==> src/rtl/kb_ctrl_pkg.sv <==
// Shared scan-code constants, direction encoding and controller state types
// for the keyboard command controller.
package kb_ctrl_pkg;

  localparam logic [7:0] SC_E0    = 8'hE0;
  localparam logic [7:0] SC_F0    = 8'hF0;
  localparam logic [7:0] SC_W     = 8'h1D;
  localparam logic [7:0] SC_D     = 8'h23;
  localparam logic [7:0] SC_S     = 8'h1B;
  localparam logic [7:0] SC_A     = 8'h1C;
  localparam logic [7:0] SC_UP    = 8'h75;
  localparam logic [7:0] SC_RT    = 8'h74;
  localparam logic [7:0] SC_DN    = 8'h72;
  localparam logic [7:0] SC_LT    = 8'h6B;
  localparam logic [7:0] SC_SPACE = 8'h29;
  localparam logic [7:0] SC_ESC   = 8'h76;

  localparam logic [1:0] DIR_UP    = 2'd0;
  localparam logic [1:0] DIR_RIGHT = 2'd1;
  localparam logic [1:0] DIR_DOWN  = 2'd2;
  localparam logic [1:0] DIR_LEFT  = 2'd3;

  typedef enum logic [1:0] {HS_WAIT_HI, HS_CAPTURE, HS_WAIT_LO} hs_state_e;
  typedef enum logic [1:0] {PS_IDLE, PS_EXT, PS_BRK, PS_EXT_BRK} ps_state_e;

  typedef struct packed {
    logic       hit;
    logic [1:0] dir;
  } key_t;

  function automatic key_t map_p1(input logic [7:0] code);
    key_t k;
    k = '{hit: 1'b1, dir: DIR_UP};
    case (code)
      SC_W:    k.dir = DIR_UP;
      SC_D:    k.dir = DIR_RIGHT;
      SC_S:    k.dir = DIR_DOWN;
      SC_A:    k.dir = DIR_LEFT;
      default: k.hit = 1'b0;
    endcase
    return k;
  endfunction

  function automatic key_t map_p2(input logic [7:0] code);
    key_t k;
    k = '{hit: 1'b1, dir: DIR_UP};
    case (code)
      SC_UP:   k.dir = DIR_UP;
      SC_RT:   k.dir = DIR_RIGHT;
      SC_DN:   k.dir = DIR_DOWN;
      SC_LT:   k.dir = DIR_LEFT;
      default: k.hit = 1'b0;
    endcase
    return k;
  endfunction

endpackage

==> src/rtl/kb_cmd_ctrl_dir_queue.sv <==
// Per-player turn queue: filters repeats, reversals and overflow on push,
// and hands the head to the current direction on each game tick.
module dir_queue
  import kb_ctrl_pkg::*;
#(
  parameter int         QDEPTH = 2,
  parameter logic [1:0] INIT   = DIR_RIGHT
) (
  input  logic       board_clk,
  input  logic       reset,
  input  logic       push_en,
  input  logic [1:0] push_dir,
  input  logic       tick,
  output logic [1:0] cur_dir
);

  localparam int PW = $clog2(QDEPTH);

  logic [1:0]  mem_q [QDEPTH];
  logic [PW-1:0] rd_q, wr_q;
  logic [PW:0]   cnt_q, cnt_d;
  logic [1:0]  cur_q, cur_d, ref_dir;
  logic        pop, accept;

  // Pop is resolved first so the push filter sees the post-pop reference.
  always_comb begin
    pop     = tick && (cnt_q != '0);
    cnt_d   = cnt_q - (PW+1)'(pop);
    cur_d   = pop ? mem_q[rd_q] : cur_q;
    ref_dir = (cnt_d != '0) ? mem_q[wr_q - PW'(1)] : cur_d;
    accept  = push_en && (push_dir != ref_dir) && (push_dir != (ref_dir ^ 2'b10))
              && (cnt_d != (PW+1)'(QDEPTH));
  end

  always_ff @(posedge board_clk) begin
    if (reset) begin
      rd_q  <= '0;
      wr_q  <= '0;
      cnt_q <= '0;
      cur_q <= INIT;
    end else begin
      cur_q <= cur_d;
      rd_q  <= rd_q + PW'(pop);
      wr_q  <= wr_q + PW'(accept);
      cnt_q <= cnt_d + (PW+1)'(accept);
    end
  end

  always_ff @(posedge board_clk) begin
    if (accept) mem_q[wr_q] <= push_dir;
  end

  assign cur_dir = cur_q;

endmodule

==> src/rtl/kb_cmd_ctrl.sv <==
// Keyboard command controller: scan-code handshake, Set-2 prefix parser and
// per-player turn queues feeding the Tron game core.
module kb_cmd_ctrl
  import kb_ctrl_pkg::*;
#(
  parameter int         QDEPTH         = 2,
  parameter int         PREFIX_TIMEOUT = 1000000,
  parameter logic [1:0] P1_INIT        = 2'd1,
  parameter logic [1:0] P2_INIT        = 2'd3
) (
  input  logic       board_clk,
  input  logic       reset,
  input  logic       scan_ready,
  input  logic [7:0] scan_code,
  output logic       read,
  input  logic       tick,
  output logic [1:0] p1_dir,
  output logic [1:0] p2_dir,
  output logic       start_pulse,
  output logic       esc_pulse,
  output logic [7:0] last_code
);

  localparam int TW = $clog2(PREFIX_TIMEOUT + 1);
  localparam logic [TW-1:0] TMO_LAST = TW'(PREFIX_TIMEOUT - 1);

  logic          sr_meta_q, sr_s_q;
  hs_state_e     hs_q;
  logic          read_q;
  logic [7:0]    byte_q, last_code_q;
  ps_state_e     ps_q;
  logic [TW-1:0] tmo_q;
  logic          p1_push_q, p2_push_q, start_cmd_q, esc_cmd_q;
  logic [1:0]    p1_pdir_q, p2_pdir_q;
  logic          start_pulse_q, esc_pulse_q;
  key_t          k1, k2;

  always_ff @(posedge board_clk) begin
    if (reset) begin
      sr_meta_q <= 1'b0;
      sr_s_q    <= 1'b0;
    end else begin
      sr_meta_q <= scan_ready;
      sr_s_q    <= sr_meta_q;
    end
  end

  // Handshake: one capture per scan_ready assertion; read_q marks a fresh byte_q.
  always_ff @(posedge board_clk) begin
    if (reset) begin
      hs_q        <= HS_WAIT_HI;
      read_q      <= 1'b0;
      last_code_q <= 8'h00;
    end else begin
      read_q <= 1'b0;
      case (hs_q)
        HS_WAIT_HI: if (sr_s_q) begin
          hs_q        <= HS_CAPTURE;
          read_q      <= 1'b1;
          byte_q      <= scan_code;
          last_code_q <= scan_code;
        end
        HS_CAPTURE: hs_q <= HS_WAIT_LO;
        HS_WAIT_LO: if (!sr_s_q) hs_q <= HS_WAIT_HI;
        default:    hs_q <= HS_WAIT_HI;
      endcase
    end
  end

  assign k1 = map_p1(byte_q);
  assign k2 = map_p2(byte_q);

  // Parser decodes the captured byte one cycle after capture; strobes leave one cycle later.
  always_ff @(posedge board_clk) begin
    if (reset) begin
      ps_q          <= PS_IDLE;
      tmo_q         <= '0;
      p1_push_q     <= 1'b0;
      p2_push_q     <= 1'b0;
      start_cmd_q   <= 1'b0;
      esc_cmd_q     <= 1'b0;
      start_pulse_q <= 1'b0;
      esc_pulse_q   <= 1'b0;
    end else begin
      p1_push_q     <= 1'b0;
      p2_push_q     <= 1'b0;
      start_cmd_q   <= 1'b0;
      esc_cmd_q     <= 1'b0;
      start_pulse_q <= start_cmd_q;
      esc_pulse_q   <= esc_cmd_q;
      if (read_q) begin
        tmo_q <= '0;
        case (ps_q)
          PS_IDLE: begin
            if (byte_q == SC_E0)      ps_q <= PS_EXT;
            else if (byte_q == SC_F0) ps_q <= PS_BRK;
            else begin
              p1_push_q   <= k1.hit;
              p1_pdir_q   <= k1.dir;
              start_cmd_q <= (byte_q == SC_SPACE);
              esc_cmd_q   <= (byte_q == SC_ESC);
            end
          end
          PS_EXT: begin
            if (byte_q == SC_F0) ps_q <= PS_EXT_BRK;
            else begin
              ps_q      <= PS_IDLE;
              p2_push_q <= k2.hit;
              p2_pdir_q <= k2.dir;
            end
          end
          default: ps_q <= PS_IDLE;
        endcase
      end else if (ps_q != PS_IDLE) begin
        if (tmo_q == TMO_LAST) begin
          ps_q  <= PS_IDLE;
          tmo_q <= '0;
        end else begin
          tmo_q <= tmo_q + TW'(1);
        end
      end
    end
  end

  dir_queue #(.QDEPTH(QDEPTH), .INIT(P1_INIT)) u_p1_q (
    .board_clk (board_clk),
    .reset     (reset),
    .push_en   (p1_push_q),
    .push_dir  (p1_pdir_q),
    .tick      (tick),
    .cur_dir   (p1_dir)
  );

  dir_queue #(.QDEPTH(QDEPTH), .INIT(P2_INIT)) u_p2_q (
    .board_clk (board_clk),
    .reset     (reset),
    .push_en   (p2_push_q),
    .push_dir  (p2_pdir_q),
    .tick      (tick),
    .cur_dir   (p2_dir)
  );

  assign read        = read_q;
  assign last_code   = last_code_q;
  assign start_pulse = start_pulse_q;
  assign esc_pulse   = esc_pulse_q;

endmodule
==> config.mk <==
export PLATFORM = sky130hd
export DESIGN_NAME = kb_cmd_ctrl
export DESIGN_NICKNAME = d
export VERILOG_FILES = /design/src/rtl/kb_ctrl_pkg.sv /design/src/rtl/kb_cmd_ctrl_dir_queue.sv /design/src/rtl/kb_cmd_ctrl.sv
export SDC_FILE = /design/constraint.sdc
export NUM_CORES = 1
export LEC_CHECK = 0
export CORE_AREA = 3 3 97 89
export DETAILED_ROUTE_END_ITERATION = 8
export DIE_AREA = 0 0 100 92
export PLACE_DENSITY = 0.7
export SLEW_MARGIN = 30
export SYNTH_ARGS = -nofsm -noshare
export SYNTH_HDL_FRONTEND = slang
export SYNTH_SLANG_ARGS = --single-unit
==> constraint.sdc <==
create_clock -name board_clk -period 2.41 [get_ports board_clk]
set_input_delay 0.482 -clock board_clk [delete_from_list [all_inputs] [get_ports board_clk]]
set_output_delay 0.482 -clock board_clk [all_outputs]
set_load 0.01 [all_outputs]
* Word-level counts from Yosys, hierarchy flattened
Memories as Yosys holds them, arrays and structs flattened. A register that Yosys moved wholly into a read port is not among the register bits.
Cells that the tools add are included.
** Operators by class
- Bitwise gates (word level) :: 9
- Add/sub/neg operators :: 11
- Divide/modulo/power cells :: 0
- $lt $le $gt $ge :: 0
- Shifts and indexed selects :: 0
- Eq/ne operators :: 25
- Muxes and demuxes :: 26
- $mul :: 0
- Reduce and logical (&&, ||, !) cells :: 29
** Operators with widths (number)
- 8-bit by 7-bit equality test with 1-bit output (second input constant) :: 5
- 8-bit by 5-bit equality test with 1-bit output (second input constant) :: 3
- 2-bit two-way mux :: 12
- 20-bit by 1-bit adder with 20-bit output (second input constant) :: 1
- 20-bit equality test (second input constant) :: 1
- 20-bit two-way mux :: 1
- 2-bit case mux with 3 select lines :: 3
- 8-bit by 6-bit equality test with 1-bit output (second input constant) :: 2
- 8-bit equality test (second input constant) :: 2
- 2-bit nonzero test :: 7
- 4-bit OR reduction :: 3
- 1-bit two-way mux :: 9
- 1-bit NOT :: 9
- 1-bit logical AND :: 8
- 2-bit != test :: 4
- 2-bit != test (second input constant) :: 4
- 3-bit AND reduction :: 2
- 5-bit AND reduction :: 1
- 5-bit OR reduction :: 1
- 1-bit adder :: 4
- 2-bit by 1-bit adder with 2-bit output :: 2
- 2-bit by 1-bit equality test with 1-bit output (second input constant) :: 2
- 2-bit zero test :: 2
- 4-bit != test (second input constant) :: 1
- 7 further kinds :: 11
** Word-level totals
- Memories kept :: 2
- Memory bits (read-only) :: 0
- Input bits :: 12
- Latch bits :: 0
- RAM bits :: 8
- Flip-flop bits (word level) :: 65
** Memory list
- u_p1_q.mem_q :: depth 2, bits a word 2, read ports 2, clocked after memory_dff 1, write ports 1, RTL line kb_cmd_ctrl_dir_queue.sv:19 : logic [1:0] mem_q [QDEPTH];
- u_p2_q.mem_q :: depth 2, bits a word 2, read ports 2, clocked after memory_dff 1, write ports 1, RTL line kb_cmd_ctrl_dir_queue.sv:19

* Logic depth before layout (Yosys ltp)
Gate-level depths: netlist (run 1).
- Depth in word-level cells :: 11
- Mapped depth :: 8

* By module
A second synthesis (run 1) with hierarchy kept.
** Unflattened totals
- Cell total of the unflattened synthesis :: 294
- Area total of the unflattened synthesis :: 3151.8 um^2
** Modules (own cells, without submodules)
- kb_cmd_ctrl :: sequential area each 1181.1 um^2, cells an instance 209, times used 1, area each 2184.6 um^2
- dir_queue (u_p2_q) :: sequential area each 240.2 um^2, cells an instance 42, times used 1, area each 484.2 um^2
- dir_queue (u_p1_q) :: sequential area each 240.2 um^2, cells an instance 43, times used 1, area each 483.0 um^2

* Worst setup path after synthesis (run 1)
No wires, ideal clock.
- Path kind :: reg2reg
- From :: reg tmo_q[0]
- To :: reg tmo_q[18]
- Stages on the path, launching flop included :: 7
- Buffers on the path :: 1
- Setup time :: 0.070 ns
- Required time :: 2.340 ns
- Arrival time :: 1.806 ns
- Path slack :: 0.534 ns
- Cell sequence :: dfxtp_1 -> ha_1 -> o21ai_2 -> or4_1 -> buf_2 -> or4_1 -> a21oi_1
** Between the ends
- Longest elaborated chain between the ends :: 2
- Elaborated cells between the ends (all ways) :: 3
** RTL lines
- start, declared :: RTL line kb_cmd_ctrl.sv:32 : logic [TW-1:0] tmo_q;
- start signal, assigned :: RTL line kb_cmd_ctrl.sv:119 : tmo_q <= tmo_q + TW'(1);
- 20-bit by 1-bit adder with 20-bit output or 20-bit equality test (tied branches) :: RTL line kb_cmd_ctrl.sv:119, kb_cmd_ctrl.sv:115
- 20-bit two-way mux * :: RTL line kb_cmd_ctrl.sv:115 : if (tmo_q == TMO_LAST) begin
Every way passes the cells marked *; elsewhere a longest branch is shown, timed or not.
A chain may end at the register's enable or synchronous reset.

* Final worst setup path (run 1)
Ends and elaborated chain as after synthesis.

==> results.sh, run 1 <==
export IMPL_synth_top_cell_by_area="sky130_fd_sc_hd__dfxtp_1"
export IMPL_antenna_diode_count=0
export IMPL_ys_seq_area_share_pct=53.0
export IMPL_layout_drive_gt1_share_pct=9.65
export IMPL_critPathSlowestCell="sky130_fd_sc_hd__or4_1"
export IMPL_detail_routed_via_count_per_cell=5.04
export IMPL_min_delay_start="sr_meta_q$_SDFF_PP0_"
export IMPL_fin_cells=438
export IMPL_grt_pass1_vias=2018
export IMPL_final_antenna_net_count=0
export IMPL_crit_top_cell="sky130_fd_sc_hd__or4_1"
export IMPL_tightestPinTransition_ns=0.630
export IMPL_slew_viol_final=0
export IMPL_layout_filler_cells=719
export IMPL_wl_per_cell_um=12.2
export IMPL_cts_sinks=73
export IMPL_sum_of_overflow_across_all_layers_after_global_routing=0
export IMPL_kind_of_launch_point_of_the_worst_setup_path="flip-flop"
export IMPL_timing_hold_worst_endpoint="sr_s_q$_SDFF_PP0_"
export IMPL_worst_slew_margin_rel_pct=57.9
export IMPL_synthesis_area_per_instance_um2=10.3
export IMPL_die_h_um=92
export IMPL_ys_warn_count=0
export IMPL_floorplan_die_area_um2=9200
export IMPL_worst_case_reg_to_reg_path_depth=5
export IMPL_minimum_clock_period_after_layout_ns=2.06
export IMPL_gp_routability_congestion=0.852
export IMPL_rows=30
export IMPL_min_delay_path_depth=1
export IMPL_outcome="finished clean"
export IMPL_finClkSkew_ns=0.00997
export IMPL_synthArstFlopShare_pct=0
export IMPL_worst_path_max_fanout=8
export IMPL_worst_ep_arrival_time_ns=2.33
export IMPL_critical_path_cell_chain="ha_1, o21ai_2, or4_1, or4_1, a21oi_1"
export IMPL_mappedNetlistNets=323
export IMPL_routed_via_count=2208
export IMPL_post_cts_resized=0
export IMPL_tritoncts_num_buffers=9
export IMPL_first_pass_grt_wire_length_mm=9.19
export IMPL_clockRootBuffer="sky130_fd_sc_hd__clkbuf_8"
export IMPL_yosys_most_used_dff="sky130_fd_sc_hd__dfxtp_1"
export IMPL_power_per_cell_area_nw_per_um2=606
export IMPL_clk_path_buf_depth=2
export IMPL_critical_path_reg2reg_startpoint="tmo_q[0]$_SDFFE_PP0P_"
export IMPL_dp_cells=422
export IMPL_timing_setup_critical_path_class="flip-flop to flip-flop"
export IMPL_grt_antenna_before_repair=0
export IMPL_crit_path_max_incr_delay_ns=0.65
export IMPL_postCtsHoldBufs=0
export IMPL_netlist_area_leader_share_pct=33.9
export IMPL_syn_cell_area_um2=3130
export IMPL_final_net_count=356
export IMPL_grt_max_degree=19
export IMPL_edff_count_synth=20
export IMPL_hold_path_class="flip-flop to flip-flop"
export IMPL_finalSetupTns_ns=0
export IMPL_crit_end_category="flip-flop"
export IMPL_clkLatencyLatePin_ns=0.34
export IMPL_drt_pre_antenna_iters=4
export IMPL_finalHoldViolCount=0
export IMPL_initial_utilization_pct=41.1
export IMPL_chipWidth_um=100
export IMPL_rrSetupSlack_ns=0.35
export IMPL_hpwl_after_dpl_mm=3.77
export IMPL_gr_usage_all_layers_pct=12.4
export IMPL_htree_num_levels=3
export IMPL_syn_instance_count=304
export IMPL_cts_tree="yes"
export IMPL_remaining_drc_errors=0
export IMPL_postRouteWirelength_mm=5.36
export IMPL_area_growth_syn_to_layout_pct=18.5
export IMPL_cts_reportedPaths_clkPinSlew_ns=0.07
export IMPL_worstPathRequired_ns=2.68
export IMPL_achievable_frequency_ghz=0.485
export IMPL_period_share_pct=85.5
export IMPL_vdd_ir_drop_worst_v=0.000280
export IMPL_top_level_ports=27
export IMPL_cts_post_setup_buffers_inserted=0
export IMPL_crit_path_start="tmo_q[0]$_SDFFE_PP0P_"
export IMPL_drv_max_cap_violation_count=0
export IMPL_yosys_register_bits=73
export IMPL_grt_setup_unrepaired="false"
export IMPL_critical_path_reg2reg_endpoint="tmo_q[18]$_SDFFE_PP0P_"
export IMPL_p_leak_nw=1.27
export IMPL_io_buffer_count=26
export IMPL_setup_violations_final=0
export IMPL_drt_iter0_markers=140
export IMPL_netlist_top_cells_area="sky130_fd_sc_hd__dfxtp_1 (34%), sky130_fd_sc_hd__edfxtp_1 (19%), sky130_fd_sc_hd__mux2i_1 (5.1%), sky130_fd_sc_hd__nor2_1 (4.6%), sky130_fd_sc_hd__o21ai_0 (3.0%)"
export IMPL_synth_lib_cells_used_distinct=48
export IMPL_core_region_area_um2=7620
-- metrics by stage --
step	utilization (%)	hold WS (ns)	worst slack, ns	power (W)	cell area [um^2]
6_report	48.7	0.440	0.349	0.00225	3710
5_1_grt	48.7	0.471	0.201	0.00234	3710
4_1_cts	48.7	0.447	0.330	0.00228	3710
3_5_place_dp	46.2	0.428	0.0300	0.00138	3520
3_3_place_gp	46.2	0.422	0.120	0.00138	3520
2_1_floorplan	-	0.414	0.534	0.00134	3130
-- worst max-delay path, delay by kind of cell (launching register included) --
kind | cells | cell delay, ns
flops | 1 | 0.39
simple gates | 2 | 1.17
compound gates | 2 | 0.25
fa+ha+maj | 1 | 0.19
-- area by class of cell --
type / count / area (um^2) / share of cell area, %
sequential: 73 / 1660 / 44.8
multi-input combinational: 209 / 1390 / 37.4
timing repair buffer: 32 / 305 / 8.22
clock buffer: 12 / 166 / 4.48
tap: 96 / 120 / 3.24
inverter: 12 / 45.0 / 1.21
clock inverter: 4 / 23.8 / 0.640
-- metal layers --
metal  wire length, um  part of all wire [%]  vias up  global-route usage (%)
li1                  -                     -     1145                       -
met1              2660                    50     1020                    16.3
met2              2410                    45       33                    18.4
met3               218                   4.1       10                    4.94
met4                82                   1.5        0                    4.38
met5                 0                     0        -                       0
-- cells in the mapped netlist, types with 4 or more instances --
cell / number
sky130_fd_sc_hd__nor2_1: 38
sky130_fd_sc_hd__clkbuf_1: 7
sky130_fd_sc_hd__ha_1: 7
sky130_fd_sc_hd__xnor2_1: 8
sky130_fd_sc_hd__nor4bb_1: 4
sky130_fd_sc_hd__edfxtp_1: 20
sky130_fd_sc_hd__or4_1: 4
sky130_fd_sc_hd__nand2_1: 9
sky130_fd_sc_hd__nor2b_1: 14
sky130_fd_sc_hd__xor2_1: 9
sky130_fd_sc_hd__a21oi_1: 13
sky130_fd_sc_hd__nand3b_1: 4
sky130_fd_sc_hd__o21ai_0: 19
sky130_fd_sc_hd__nor3_1: 6
sky130_fd_sc_hd__dfxtp_1: 53
sky130_fd_sc_hd__inv_1: 12
sky130_fd_sc_hd__mux2i_1: 16
sky130_fd_sc_hd__nand2b_1: 7
-- cell families after synthesis --
group | count (synthesis) | synth area share (%)
simple gates | 118 | 21.6
compound gates | 51 | 9.94
flops | 73 | 53.0
mux | 16 | 5.11
fa+ha+maj | 7 | 2.80
xor+xnor | 17 | 4.75
buf+inv | 22 | 2.76
-- worst max-delay path by stage --
stage / endpoint / slack (ns) / depth (start not counted)
2_1_floorplan: tmo_q[18]$_SDFFE_PP0P_ / 0.53 / 6
3_3_place_gp: u_p1_q.mem_q[0][1]$_DFFE_PP_ / 0.12 / 7
3_5_place_dp: u_p1_q.mem_q[1][0]$_DFFE_PP_ / 0.03 / 7
4_1_cts: tmo_q[18]$_SDFFE_PP0P_ / 0.33 / 5
5_1_grt: tmo_q[18]$_SDFFE_PP0P_ / 0.20 / 5
6_report: tmo_q[18]$_SDFFE_PP0P_ / 0.35 / 5
-- power by group --
group | leakage [nW] | switching (W) | internal, W
sequential | 0.593 | 0.00000761 | 0.00127
clock | 0.0978 | 0.000434 | 0.000462
combinational | 0.577 | 0.0000377 | 0.0000414
-- sequential cells by signal, summed over array words and instances (netlist names), 2 cells and up --
signal	cells
hs_q	2
u_p2_q.cur_dir	2
u_p1_q.cnt_q	2
u_p1_q.mem_q	4
u_p2_q.mem_q	4
byte_q	8
tmo_q	20
p1_pdir_q	2
ps_q	2
p2_pdir_q	2
last_code	8
u_p1_q.cur_dir	2
u_p2_q.cnt_q	2
-- placed cells by master (no fill, tap or decap), drive strengths merged, types with 3 or more instances in the layout --
cell and instances:
dfxtp 53, nor2 38, clkdlybuf4s50 26, edfxtp 20, o21ai 20, mux2i 16
nor2b 14, a21oi 13, inv 13, clkbuf 12, nand2 9, xor2 9
xnor2 8, nand2b 7, ha 7, nor3 6, buf 6, or3 6
or4 5, nand3b 4, nor4bb 4, nand4 4, or3b 3, a21boi 3
nand4b 3, o31ai 3, nand3 3, nor4 3, a211o 3
No activity file was read; power rests on OpenSTA's default activity.
==> run 2, diff against run 1 <==
--- a/config.mk
+++ b/config.mk
@@ -5,10 +5,13 @@
 export SDC_FILE = /design/constraint.sdc
 export NUM_CORES = 1
 export LEC_CHECK = 0
+export CELL_PAD_IN_SITES_DETAIL_PLACEMENT = 1
+export CELL_PAD_IN_SITES_GLOBAL_PLACEMENT = 2
 export CORE_AREA = 3 3 97 89
 export DETAILED_ROUTE_END_ITERATION = 8
 export DIE_AREA = 0 0 100 92
-export PLACE_DENSITY = 0.7
+export DONT_BUFFER_PORTS = 1
+export PLACE_DENSITY = 0.88
 export SLEW_MARGIN = 30
 export SYNTH_ARGS = -nofsm -noshare
 export SYNTH_HDL_FRONTEND = slang
==> run 2 against run 1 <==
  * Clock power is 40% higher
  * Worst setup slack better by 0.013 ns
  * Utilization shrank 2.5 points
  * Clock skew is 0.0022 ns lower
  * Sequential cell count unchanged
  * Largest power group unchanged
  * Highest routed layer unchanged
==> results.sh, run 2 (synthesized netlist as in run 1, its figures left out) <==
export IMPL_gr_usage_all_layers_pct=14.0
export IMPL_dp_worst_setup_slack_ns=0.373
export IMPL_cts_tree="yes"
export IMPL_chipWidth_um=100
export IMPL_drt_pre_antenna_iters=5
export IMPL_area_growth_syn_to_layout_pct=12.4
export IMPL_sum_of_overflow_across_all_layers_after_global_routing=0
export IMPL_hpwl_after_dpl_mm=4.27
export IMPL_drv_max_cap_violation_count=0
export IMPL_grt_setup_unrepaired="false"
export IMPL_crit_end_category="flip-flop"
export IMPL_postCtsHoldBufs=0
export IMPL_finalSetupTns_ns=0
export IMPL_path_delay_family="simple AND/OR/NAND/NOR gates"
export IMPL_grt_antenna_before_repair=0
export IMPL_post_cts_resized=0
export IMPL_gp_routability_congestion=0.791
export IMPL_finalHoldViolCount=0
export IMPL_cts_reportedPaths_clkPinSlew_ns=0.08
export IMPL_tightestPinTransition_ns=0.631
export IMPL_kind_of_launch_point_of_the_worst_setup_path="flip-flop"
export IMPL_largest_reg_flops=20
export IMPL_remaining_drc_errors=0
export IMPL_finClkSkew_ns=0.00780
export IMPL_worstPathBufferInverterCount=0
export IMPL_worst_path_max_fanout=9
export IMPL_grt_met3_usage_pct=3.88
export IMPL_clockRootBuffer="sky130_fd_sc_hd__clkbuf_8"
export IMPL_area_sequential_um2=1660
export IMPL_hold_path_class="input port to flip-flop"
export IMPL_routed_via_count=2197
export IMPL_layout_cells_most_common_list="sky130_fd_sc_hd__dfxtp_1 (53), sky130_fd_sc_hd__nor2_1 (38), sky130_fd_sc_hd__edfxtp_1 (20), sky130_fd_sc_hd__o21ai_0 (18), sky130_fd_sc_hd__mux2i_1 (16)"
export IMPL_worst_slew_margin_rel_pct=57.9
export IMPL_postRouteWirelength_mm=5.96
export IMPL_wl_per_cell_um=14.5
export IMPL_cts_post_setup_buffers_inserted=0
export IMPL_initial_utilization_pct=41.1
export IMPL_p_leak_nw=1.20
export IMPL_timing_setup_critical_path_class="flip-flop to flip-flop"
export IMPL_clk_path_buf_depth=2
export IMPL_placement_cell_area_um2=3250
export IMPL_worstPathRequired_ns=2.68
export IMPL_outcome="finished clean"
export IMPL_registers_top_by_ff_count="tmo_q"
export IMPL_rows=30
export IMPL_setup_violations_final=0
export IMPL_drt_iter0_markers=57
export IMPL_final_net_count=329
export IMPL_io_buffer_count=0
export IMPL_gr_usage_met1_pct=16.8
export IMPL_power_per_cell_area_nw_per_um2=727
export IMPL_grt_pass1_vias=2276
export IMPL_postLayoutCellArea_um2=3520
export IMPL_critPathSlowestCell="sky130_fd_sc_hd__or4b_1"
export IMPL_minimum_clock_period_after_layout_ns=2.05
export IMPL_detail_routed_via_count_per_cell=5.35
export IMPL_core_region_area_um2=7620
export IMPL_clkLatencyLatePin_ns=0.34
export IMPL_die_h_um=92
export IMPL_final_antenna_net_count=0
export IMPL_layout_filler_cells=843
export IMPL_period_share_pct=85.0
export IMPL_top_level_ports=27
export IMPL_layout_cells_most_common="sky130_fd_sc_hd__dfxtp_1"
export IMPL_cts_sinks=73
export IMPL_layout_drive_gt1_share_pct=10.5
export IMPL_floorplan_die_area_um2=9200
export IMPL_crit_path_max_incr_delay_ns=0.61
export IMPL_top_usage_layer="met2"
export IMPL_worst_ep_arrival_time_ns=2.31
export IMPL_grt_max_degree=33
export IMPL_tritoncts_num_buffers=9
export IMPL_critical_path_cell_chain="o211a_1, or4b_1, or4_1, a21oi_1"
export IMPL_vdd_ir_drop_worst_v=0.000382
export IMPL_timing_final_ws_setup_ns=0.363
export IMPL_antenna_diode_count=0
export IMPL_achievable_frequency_ghz=0.488
export IMPL_grt_met2_usage_pct=23.1
export IMPL_slew_viol_final=0
export IMPL_first_pass_grt_wire_length_mm=10.4
export IMPL_htree_num_levels=3
export IMPL_footprint_of_the_multi_input_gates_um2=1390
==> run 2: cell count changes in the layout (fill, tap and decap cells not counted), sizes merged <==
| cell | delta |
|---|---|
| bufinv | +4 |
| clkdlybuf4s50 | -26 |
| buf | -1 |
| inv | -1 |
| clkinv | +1 |
| clkbuf | -3 |
| clkinvlp | -1 |
==> run 2: final cells by class <==
class,instances,share of cell area [%]
inverter,12,1.28
timing repair buffer,5,1.07
sequential,73,47.2
multi-input combinational,209,39.5
clock buffer,9,3.52
clock inverter,7,4.05
tap,96,3.41
==> run 2: path summary, 6_finish.rpt <==
kind	end	cells after the start	slack [ns]	startpoint
setup / recovery	tmo_q[19]$_SDFFE_PP0P_	4	0.36	ps_q[0]$_SDFFE_PP0P_
setup reg to reg	tmo_q[19]$_SDFFE_PP0P_	4	0.36	ps_q[0]$_SDFFE_PP0P_
hold / removal	u_p2_q.wr_q$_SDFF_PP0_	1	0.22	reset
hold reg to reg	sr_s_q$_SDFF_PP0_	1	0.45	sr_meta_q$_SDFF_PP0_
==> run 2: power breakdown <==
| part | leakage, nW | total, W | switching [W] | internal [W] |
|---|---|---|---|---|
| clock | 0.133 | 0.00125 | 0.000454 | 0.000794 |
| sequential | 0.593 | 0.00128 | 0.0000102 | 0.00127 |
| combinational | 0.475 | 0.0000365 | 0.0000197 | 0.0000167 |
==> run 2: per-layer routing <==
metal / share of wire [%] / vias to the layer above
li1: - / 1100
met1: 47 / 1057
met2: 47 / 35
met3: 4.4 / 5
met4: 1.2 / 0
met5: 0 / -
==> run 2: stage by stage <==
step | power, W | utilization, % | std cells | hold WS [ns]
4_1_cts | 0.00260 | 46.2 | 411 | 0.192
5_1_grt | 0.00265 | 46.2 | 411 | 0.194
2_1_floorplan | 0.00134 | - | 304 | 0.414
3_3_place_gp | 0.00134 | 42.7 | 395 | 0.428
6_report | 0.00256 | 46.2 | 411 | 0.216
3_5_place_dp | 0.00134 | 42.7 | 395 | 0.443
